**src/rtl/memory_access_stage.sv**
```systemverilog
// rtl/memory_access_stage.sv - RV32I memory stage with ready/valid data port and MEM/WB register
module memory_access_stage (
    input  logic        clk,
    input  logic        rst_n,
    input  logic        reg_write_m,
    input  logic [1:0]  result_src_m,
    input  logic        mem_write_m,
    input  logic [2:0]  funct3_m,
    input  logic [31:0] alu_result_m,
    input  logic [31:0] write_data_m,
    input  logic [4:0]  rd_m,
    input  logic [31:0] pc_plus_4_m,
    output logic        dmem_req,
    output logic        dmem_we,
    output logic [31:0] dmem_addr,
    output logic [31:0] dmem_wdata,
    output logic [3:0]  dmem_be,
    input  logic        dmem_ready,
    input  logic [31:0] dmem_rdata,
    output logic        stall_m,
    output logic        misaligned_m,
    output logic        reg_write_w,
    output logic [1:0]  result_src_w,
    output logic [31:0] alu_result_w,
    output logic [31:0] read_data_w,
    output logic [31:0] pc_plus_4_w,
    output logic [4:0]  rd_w
);
    localparam logic [0:0] S_IDLE = 1'b0;
    localparam logic [0:0] S_WAIT = 1'b1;

    logic [0:0]  state;
    logic [1:0]  a;
    logic        access;
    logic        is_load;
    logic        misaligned;
    logic        active;
    logic [31:0] shifted;
    logic [31:0] load_data;

    assign a       = alu_result_m[1:0];
    assign access  = (result_src_m == 2'b01) || mem_write_m;
    // a load that also asserts mem_write is handled as a store
    assign is_load = (result_src_m == 2'b01) && !mem_write_m;
    assign misaligned = access &&
                        (((funct3_m[1:0] == 2'b01) && a[0]) ||
                         ((funct3_m[1:0] == 2'b10) && (a != 2'b00)));

    // inputs are held by upstream during WAIT, so the request stays stable
    assign active       = (state == S_WAIT) || (access && !misaligned);
    assign dmem_req     = active;
    assign stall_m      = active && !dmem_ready;
    assign misaligned_m = (state == S_IDLE) && misaligned;
    assign dmem_we      = active && mem_write_m;
    assign dmem_addr    = {alu_result_m[31:2], 2'b00};

    always_comb begin
        dmem_wdata = 32'h0;
        dmem_be    = 4'b0000;
        if (dmem_we) begin
            case (funct3_m[1:0])
                2'b00: begin
                    dmem_wdata = {4{write_data_m[7:0]}};
                    dmem_be    = 4'b0001 << a;
                end
                2'b01: begin
                    dmem_wdata = {2{write_data_m[15:0]}};
                    dmem_be    = 4'b0011 << a;
                end
                default: begin
                    dmem_wdata = write_data_m;
                    dmem_be    = 4'b1111;
                end
            endcase
        end
    end

    assign shifted = dmem_rdata >> {a, 3'b000};

    always_comb begin
        case (funct3_m)
            3'b000:  load_data = {{24{shifted[7]}}, shifted[7:0]};
            3'b001:  load_data = {{16{shifted[15]}}, shifted[15:0]};
            3'b100:  load_data = {24'h0, shifted[7:0]};
            3'b101:  load_data = {16'h0, shifted[15:0]};
            default: load_data = dmem_rdata;
        endcase
    end

    always_ff @(posedge clk) begin
        if (!rst_n) begin
            state        <= S_IDLE;
            reg_write_w  <= 1'b0;
            result_src_w <= 2'b00;
            alu_result_w <= 32'h0;
            read_data_w  <= 32'h0;
            pc_plus_4_w  <= 32'h0;
            rd_w         <= 5'd0;
        end else if (active && !dmem_ready) begin
            state       <= S_WAIT;
            reg_write_w <= 1'b0;
            rd_w        <= 5'd0;
        end else begin
            state        <= S_IDLE;
            reg_write_w  <= reg_write_m && !misaligned_m;
            result_src_w <= result_src_m;
            alu_result_w <= alu_result_m;
            read_data_w  <= (active && is_load) ? load_data : 32'h0;
            pc_plus_4_w  <= pc_plus_4_m;
            rd_w         <= rd_m;
        end
    end
endmodule

```
**config.mk**
```make
export PLATFORM = sky130hd
export DESIGN_NAME = memory_access_stage
export DESIGN_NICKNAME = d
export VERILOG_FILES = /design/src/rtl/memory_access_stage.sv
export SDC_FILE = /design/constraint.sdc
export NUM_CORES = 1
export LEC_CHECK = 0
export CAP_MARGIN = 20
export CORE_MARGIN = 1
export CORE_UTILIZATION = 32
export CTS_CLUSTER_SIZE = 40
export DETAILED_ROUTE_END_ITERATION = 16
export MAX_ROUTING_LAYER = met4
export PLACE_DENSITY = 0.74
export REMOVE_ABC_BUFFERS = 1
export SETUP_SLACK_MARGIN = 0.4
export SYNTH_ARGS = -nofsm -noshare
export SYNTH_HDL_FRONTEND = slang
export SYNTH_SLANG_ARGS = --single-unit
```
**constraint.sdc**
```tcl
create_clock -name clk -period 5.2 [get_ports clk]
set_clock_uncertainty 0.1 [all_clocks]
set_input_delay 1.04 -clock clk [delete_from_list [all_inputs] [get_ports clk]]
set_output_delay 1.04 -clock clk [all_outputs]
set_load 0.02 [all_outputs]
```
* After elaboration in Yosys (flattened, before gate mapping) *
Cells that the tools add are included.

storage, ports and cells
  register bits after elaboration = 105
  memories = 0
  memory bits (writable) = 0
  output and inout port bits = 176
  memory bits (read-only) = 0
  bits in latches = 0
  bits of input ports = 143

operators by class
  muxes and demuxes = 7
  div/mod/pow operators = 0
  add/subtract/negate cells = 0
  bitwise gates (word level) = 2
  reductions and logical operators = 21
  multipliers = 0
  equality and inequality tests = 6
  shift-type cells = 3
  $lt $le $gt $ge = 0

operators with widths
  cell                                              number
  case mux 32 bit (4 select lines)                  1
  two-way mux 32 bit                                2
  case mux 32 bit (2 select lines)                  1
  >> shifter 32 x 5 -> 16 bit                       1
  logical AND 1 bit                                 10
  case mux 4 bit (2 select lines)                   1
  == test 3 bit (second input constant)             2
  == test 2 x 1 -> 1 bit (second input constant)    2
  zero test 1 bit                                   4
  two-way mux 4 bit                                 1
  << shifter 1 x 2 -> 4 bit (first input constant)  1
  << shifter 2 x 2 -> 4 bit (first input constant)  1
  == test 3 x 1 -> 1 bit (second input constant)    1
  zero test 3 bit                                   1
  logical OR 1 bit                                  3
  == test 2 bit (second input constant)             1
  zero test 2 bit                                   1
  inverter 1 bit                                    2
  nonzero test 2 bit                                1
  OR reduction 2 bit                                1
  two-way mux 1 bit                                 1

* Longest topological paths before layout *
Gate-level depths: netlist (run 1).

  depth in word-level cells = 9
  gate-level depth with buffers = 8

* Worst setup path before layout (run 1) *
Ideal clock, no wire load.

  kind = input -> output
  start point = input funct3_m[0]
  end point = output dmem_be[0]
  arrival time = 2.391 ns
  slack = 1.669 ns
  cell stages on the path = 8
  cell sequence = buf_4 -> xor2_1 -> a31oi_1 -> buf_2 -> nand2_1 -> buf_2 -> buf_2 -> nor2_1

on the way
  cells in the longest elaborated chain, start to end = 9
  elaborated cells between the ends (all ways) = 13
  classes of those cells = 2 x eq/ne; 2 x mux; 9 x reduce/logical

RTL lines
  item                                                     RTL line    source
  start, declared                                          8           input logic [2:0] funct3_m,
  == test 2 x 1 -> 1 bit or == test 2 bit (tied branches)  46, 61, 47
  logical AND 1 bit (on tied branches)                     46, 47
  logical OR 1 bit                                         46          (((funct3_m[1:0] == 2'b01) && a[0]) ||
  logical AND 1 bit                                        45          assign misaligned = access &&
  zero test 1 bit                                          50          assign active = (state == S_WAIT) || (access && !misaligned);
  logical AND 1 bit                                        50
  logical OR 1 bit                                         50
  logical AND 1 bit                                        54          assign dmem_we = active && mem_write_m;
  two-way mux 4 bit (*)                                    60          if (dmem_we) begin
  end, declared                                            17          output logic [3:0] dmem_be,

Every way passes the cells marked *; elsewhere a longest branch is shown, timed or not.

* Final worst setup path (run 1) *
  start point = input funct3_m[0]
  end point = output dmem_wdata[9]

on the way
  cells in the longest elaborated chain, start to end = 9
  elaborated cells between the ends (all ways) = 13
  classes of those cells = 2 x eq/ne; 2 x mux; 9 x reduce/logical

RTL lines
  item                                                     RTL line    source
  == test 2 x 1 -> 1 bit or == test 2 bit (tied branches)  46, 61, 47
  logical AND 1 bit (on tied branches)                     46, 47
  logical OR 1 bit                                         46
  logical AND 1 bit                                        45
  zero test 1 bit                                          50
  logical AND 1 bit                                        50
  logical OR 1 bit                                         50
  logical AND 1 bit                                        54
  two-way mux 32 bit (*)                                   60
  end, declared                                            16          output logic [31:0] dmem_wdata,

Marks and branches as above.

==> qor.csv, run 1 <==
metric,value,unit
cts.clk_slew.worst_paths,0.07,ns
vias_per_cell,4.86,
max_slew_margin,0.485,
gr-usage-all-layers,0.218,
synth_area_leaders,"dfxtp_1 41%, o2bb2ai_1 11%, nand2_1 6.3%, buf_4 5.5%, o32ai_1 5.3%",
cts_hold_buf,0,
core-area,15400,um^2
cts_tree,done,
critPathCaptureType,output pin,
grt_pass1_vias,4860,
die_y,128,um
nets,997,
cts_resized,0,
grt_pass1_wl,26800,um
fmax,229,MHz
synth_cell_types,36,
r2r-end,pc_plus_4_w[31],
post-route-util,0.550,
ys_ff_latch,105,
cts_max_path_buffers,2,
htreeDepth,3,
drtAntennaViolNets,0,
max_slew.worst_pin.slew,0.773,ns
synth_area,5090,um^2
die_x,128,um
fin_worst_hold_slack,0.353,ns
finalMaxSlewViolations,0,
reg2regPathDepth,5,
yosysWarnings,0,
final.min_clock_period,4.37,ns
grt_max_degree,68,
worstHoldPathType,reg2reg,
antenna_found_initial,0,
cts_buffers,9,
synth_top_area_frac,0.413,
cts.sinks,105,
status,completed,
p_per_area,252,nW/um^2
gp_congestion,0.790,
wl,17700,um
worstHoldStart,read_data_w[20],
clk-insertion-delay-late,0.35,ns
nFillCells,1447,
setup-violations-final,0,
cts_setup_buffers,0,
gr-total-overflow,0,
critical_path.max_fanout,29,
hold_end,read_data_w[20],
root_buffer,clkbuf_16,
route.detailed.drc,0,
grt_setup_unrepaired,no,
p_leak,0.00316,uW
synth_seq_area_share,0.413,
rrSetupSlack,3.00,ns
drive_above_1_share,0.0582,
post_drt_wl_per_cell,16.5,um
worst_slack,0.828,ns
period_share,0.841,
dpl_worst_slack,0.794,ns
cp.required,4.06,ns
rr_startpoint,state,
vdd_drop_max,283,uV
worstSetupPathType,in2out,
worst_setup_path_start_kind,input pin,
hold_depth,2,
start_util,0.331,
fp.dieArea,16400,um^2
placement.io_buffers,316,
area.growth.synth_to_final,65.9,%
finalPower,2130,uW
syn_area_per_cell,8.59,um^2
ios,319,
hold_viol_final,0,
dpl.hpwl,13100,um
synth_cells,593,
first_pass_iters,4,
final.setup.tns,0,ns
synth_top_area_cell,dfxtp_1,
antenna_cells,0,
worstPathArrival,3.23,ns
via_count,5196,
drt_iter0_drc,228,
maxCapViolCount,0,
row_count,45,
cell families (layout without fill, tap and decap cells):
logic type      after synthesis  count (layout)  share of synthesized area
other cells                   1               2                   0.000736
simple gates                177             177                      0.147
flops                       105             105                      0.413
buf+inv                     121             386                      0.127
compound gates              161             161                      0.255
xor+xnor                      1               1                    0.00172
mux                          27              27                     0.0555
state kept, by name, indices dropped and copies added (netlist names):
name and cells:
state 1, read_data_w 32, reg_write_w 1, pc_plus_4_w 32
rd_w 5, result_src_w 2, alu_result_w 32
synth_stat cells, drive strengths merged:
library cell and n:
a21bo 1, a21o 2, a21oi 36, a221o 1, a22oi 1, a31oi 1
and3 13, and3b 1, and4b 1, buf 62, clkbuf 22, conb 1
dfxtp 105, inv 37, mux2i 26, mux4 1, nand2 86, nand2b 8
nand3b 1, nor2 61, nor2b 4, nor3 1, nor4bb 1, o2111ai 1
o21ai 11, o21bai 1, o2bb2ai 74, o311ai 1, o32ai 31, xor2 1
through the flow:
step,instance area [um^2],instances
2_1_floorplan,4590,510
3_3_place_gp,8140,1053
3_5_place_dp,8170,1054
4_1_cts,8450,1070
5_1_grt,8450,1070
6_report,8450,1070
cell type report:
type | count | area (um^2) | share of cell area
clock buffers | 9 | 225 | 0.0266
clock inverters | 7 | 61.3 | 0.00725
inverters | 37 | 139 | 0.0164
multi-input cells | 368 | 2350 | 0.278
flip-flops and latches | 105 | 2100 | 0.249
well taps | 211 | 264 | 0.0312
repair buffers | 333 | 3310 | 0.392
power breakdown:
| part | total (uW) | switching (uW) | internal, uW |
|---|---|---|---|
| logic | 596 | 298 | 298 |
| clock network | 664 | 330 | 334 |
| registers | 874 | 23.9 | 850 |
metal layers:
layer,wire [um],vias to the layer above,GRT usage
li1,-,2561,-
met1,7710,2424,0.261
met2,8470,182,0.356
met3,975,29,0.0417
met4,497,0,0.0900
met5,0,-,-
critical path, cell delays in order:
cell	delay (ns)
clkdlybuf4s50_1	0.53
xor2_1	0.21
a31oi_1	0.18
buf_4	0.18
nand2_1	0.06
buf_4	0.24
a21oi_1	0.17
clkdlybuf4s50_1	0.62
how the worst max path moves through the flow:
| stage | end | depth (start not counted) | start |
|---|---|---|---|
| 2_1_floorplan | dmem_be[1] | 4 | funct3_m[1] |
| 3_3_place_gp | dmem_be[2] | 8 | funct3_m[0] |
| 3_5_place_dp | dmem_wdata[9] | 8 | funct3_m[0] |
| 4_1_cts | dmem_wdata[9] | 8 | funct3_m[0] |
| 5_1_grt | dmem_wdata[11] | 8 | funct3_m[0] |
| 6_report | dmem_wdata[9] | 8 | funct3_m[0] |
layout by cell type (no fill, tap or decap), types with 4 or more instances in the layout:
cell type,count
inv_1,35
o21ai_0,11
buf_4,15
clkdlybuf4s50_1,314
mux2i_1,26
o32ai_1,31
and3_1,13
o2bb2ai_2,10
nor2_1,61
o2bb2ai_1,64
dfxtp_1,105
clkbuf_16,9
nand2b_1,8
nand2_1,86
nor2b_1,4
a21oi_1,36
Power figures use the tool's default switching activity.
==> inputs of run 2 (changes only) <==
--- a/config.mk
+++ b/config.mk
@@ -11,7 +11,7 @@
 export CTS_CLUSTER_SIZE = 40
 export DETAILED_ROUTE_END_ITERATION = 16
 export MAX_ROUTING_LAYER = met4
-export PLACE_DENSITY = 0.74
+export PLACE_DENSITY = 0.77
 export REMOVE_ABC_BUFFERS = 1
 export SETUP_SLACK_MARGIN = 0.4
 export SYNTH_ARGS = -nofsm -noshare
==> constraint.sdc (replaced) <==
create_clock -name clk -period 4 [get_ports clk]
set_clock_uncertainty 0.1 [all_clocks]
set_input_delay 0.8 -clock clk [delete_from_list [all_inputs] [get_ports clk]]
set_output_delay 0.8 -clock clk [all_outputs]
set_load 0.02 [all_outputs]
==> run 2 against run 1 <==
  * Cell area up 0.33%
  * Worst hold slack improved by 0.0045 ns
  * Flip-flop and latch count unchanged
  * Sequential share of layout area fell by 0.081 points
  * Critical path type unchanged
==> qor.csv, run 2 (synthesis gave the netlist of run 1 again) <==
metric,value,unit
status,completed,
root_buffer,clkbuf_16,
cts_hold_buf,0,
drt_iter0_drc,226,
post_drt_wl_per_cell,16.1,um
finalMaxSlewViolations,0,
final.setup.tns,0,ns
gr-total-overflow,0,
antenna_found_initial,0,
final_common_cell,clkdlybuf4s50_1,
htreeDepth,3,
fmax,285,MHz
placed_cells,1058,
first_pass_iters,4,
reg2regPathDepth,5,
rr_startpoint,state,
gp_congestion,0.826,
r2r-end,pc_plus_4_w[5],
setup-violations-final,0,
p_leak,0.00342,uW
cts_max_path_buffers,2,
row_count,45,
placement.io_buffers,316,
final_area,8480,um^2
nets,1001,
post-route-util,0.552,
start_util,0.331,
worstSetupPathType,in2out,
mostFrequentLayoutCells,"275 x clkdlybuf4s50_1, 105 x dfxtp_1, 86 x nand2_1, 64 x o2bb2ai_1, 61 x nor2_1",
grt_pass1_wl,26300,um
clk-insertion-delay-late,0.34,ns
endpoint,dmem_req,
cts.sinks,105,
worst_setup_path_start_kind,input pin,
drive_above_1_share,0.0626,
wl,17300,um
rrSetupSlack,2.16,ns
worstHoldPathType,reg2reg,
die_x,128,um
cp.required,3.10,ns
max_slew.worst_pin.slew,0.781,ns
post_dp_cell_area,8180,um^2
gr-usage-all-layers,0.210,
cts_tree,done,
reg_top3,"alu_result_w: 32 flops, pc_plus_4_w: 32 flops, read_data_w: 32 flops",
critical_path.max_fanout,5,
critPathCaptureType,output pin,
cts.clk_slew.worst_paths,0.07,ns
vias_per_cell,4.91,
core-area,15400,um^2
worstPathArrival,2.60,ns
period_share,0.876,
cts_buffers,9,
cts_setup_buffers,0,
area.growth.synth_to_final,66.4,%
fp.dieArea,16400,um^2
grt_max_degree,74,
vdd_drop_max,250,uV
hold_viol_final,0,
maxCapViolCount,0,
drtAntennaViolNets,0,
ios,319,
antenna_cells,0,
p_per_area,334,nW/um^2
dpl.hpwl,12900,um
startpoint,funct3_m[0],
grt_pass1_vias,4986,
die_y,128,um
worstHoldStart,read_data_w[20],
stdcell_count,1074,
grt_setup_unrepaired,no,
max_slew_margin,0.480,
final.min_clock_period,3.50,ns
route.detailed.drc,0,
via_count,5269,
[run 2: changes by cell type in the layout (fill, tap and decap cells not counted), moves of 2 or more]
| cell | before | now |
|---|---|---|
| buf_4 | 15 | 19 |
| clkdlybuf4s50_1 | 314 | 275 |
| clkinvlp_4 | 2 | 0 |
| dlygate4sd2_1 | 0 | 30 |
| dlymetal6s2s_1 | 0 | 8 |
[run 2: worst min path at each step]
stage                 endpoint  cells past startpoint  slack [ns]
2_1_floorplan  read_data_w[30]                      2        0.43
3_3_place_gp   read_data_w[30]                      2        0.34
3_5_place_dp    read_data_w[5]                      2        0.35
4_1_cts         read_data_w[5]                      2        0.36
5_1_grt        read_data_w[13]                      2        0.38
6_report       read_data_w[20]                      2        0.36
[run 2: per-layer routing]
metal,up-vias,routed length (um),GRT usage
met1,2462,7360,0.243
met3,22,1060,0.0442
met5,-,0,-
met2,199,8610,0.362
met4,0,306,0.0664
li1,2586,-,-
[run 2: metrics by stage]
stage	worst slack [ns]	hold WS, ns	total power (uW)
detailed placement	0.190	0.346	1940
finish	0.497	0.357	2830
global placement	0.224	0.340	1930
CTS	0.407	0.357	2870
global route	0.400	0.377	2960
floorplan	0.712	0.429	1450
[run 2: area by class of cell]
cell class / instances / area, um^2
Multi-Input combinational cell: 368 / 2350
Clock inverter: 6 / 78.8
Clock buffer: 10 / 239
Fill cell: 1412 / 6890
Inverter: 37 / 139
Tap cell: 211 / 264
Sequential cell: 105 / 2100
Timing Repair Buffer: 337 / 3310
[run 2: power by group]
part	internal, uW	switching [uW]
Clock	518	421
Combinational	374	385
Sequential	1110	31.1
[run 2: worst max-delay path: stages]
cell             delay (ns)
clkdlybuf4s50_1        0.56
and3b_1                0.20
a221o_1                0.29
nand2_1                0.12
clkdlybuf4s50_1        0.62
[run 2: timing repair]
action | CTS | global route
hold endpoints to repair | 0 | 0
setup endpoints to repair | 31 | 9
resized for setup | 32 | 9
==> inputs of run 3 (changes only) <==
--- a/config.mk
+++ b/config.mk
@@ -6,7 +6,6 @@
 export NUM_CORES = 1
 export LEC_CHECK = 0
 export CAP_MARGIN = 20
-export CORE_MARGIN = 1
 export CORE_UTILIZATION = 32
 export CTS_CLUSTER_SIZE = 40
 export DETAILED_ROUTE_END_ITERATION = 16
==> results of run 3 <==
Final layout, timing and power as in run 2 (identical DEF).
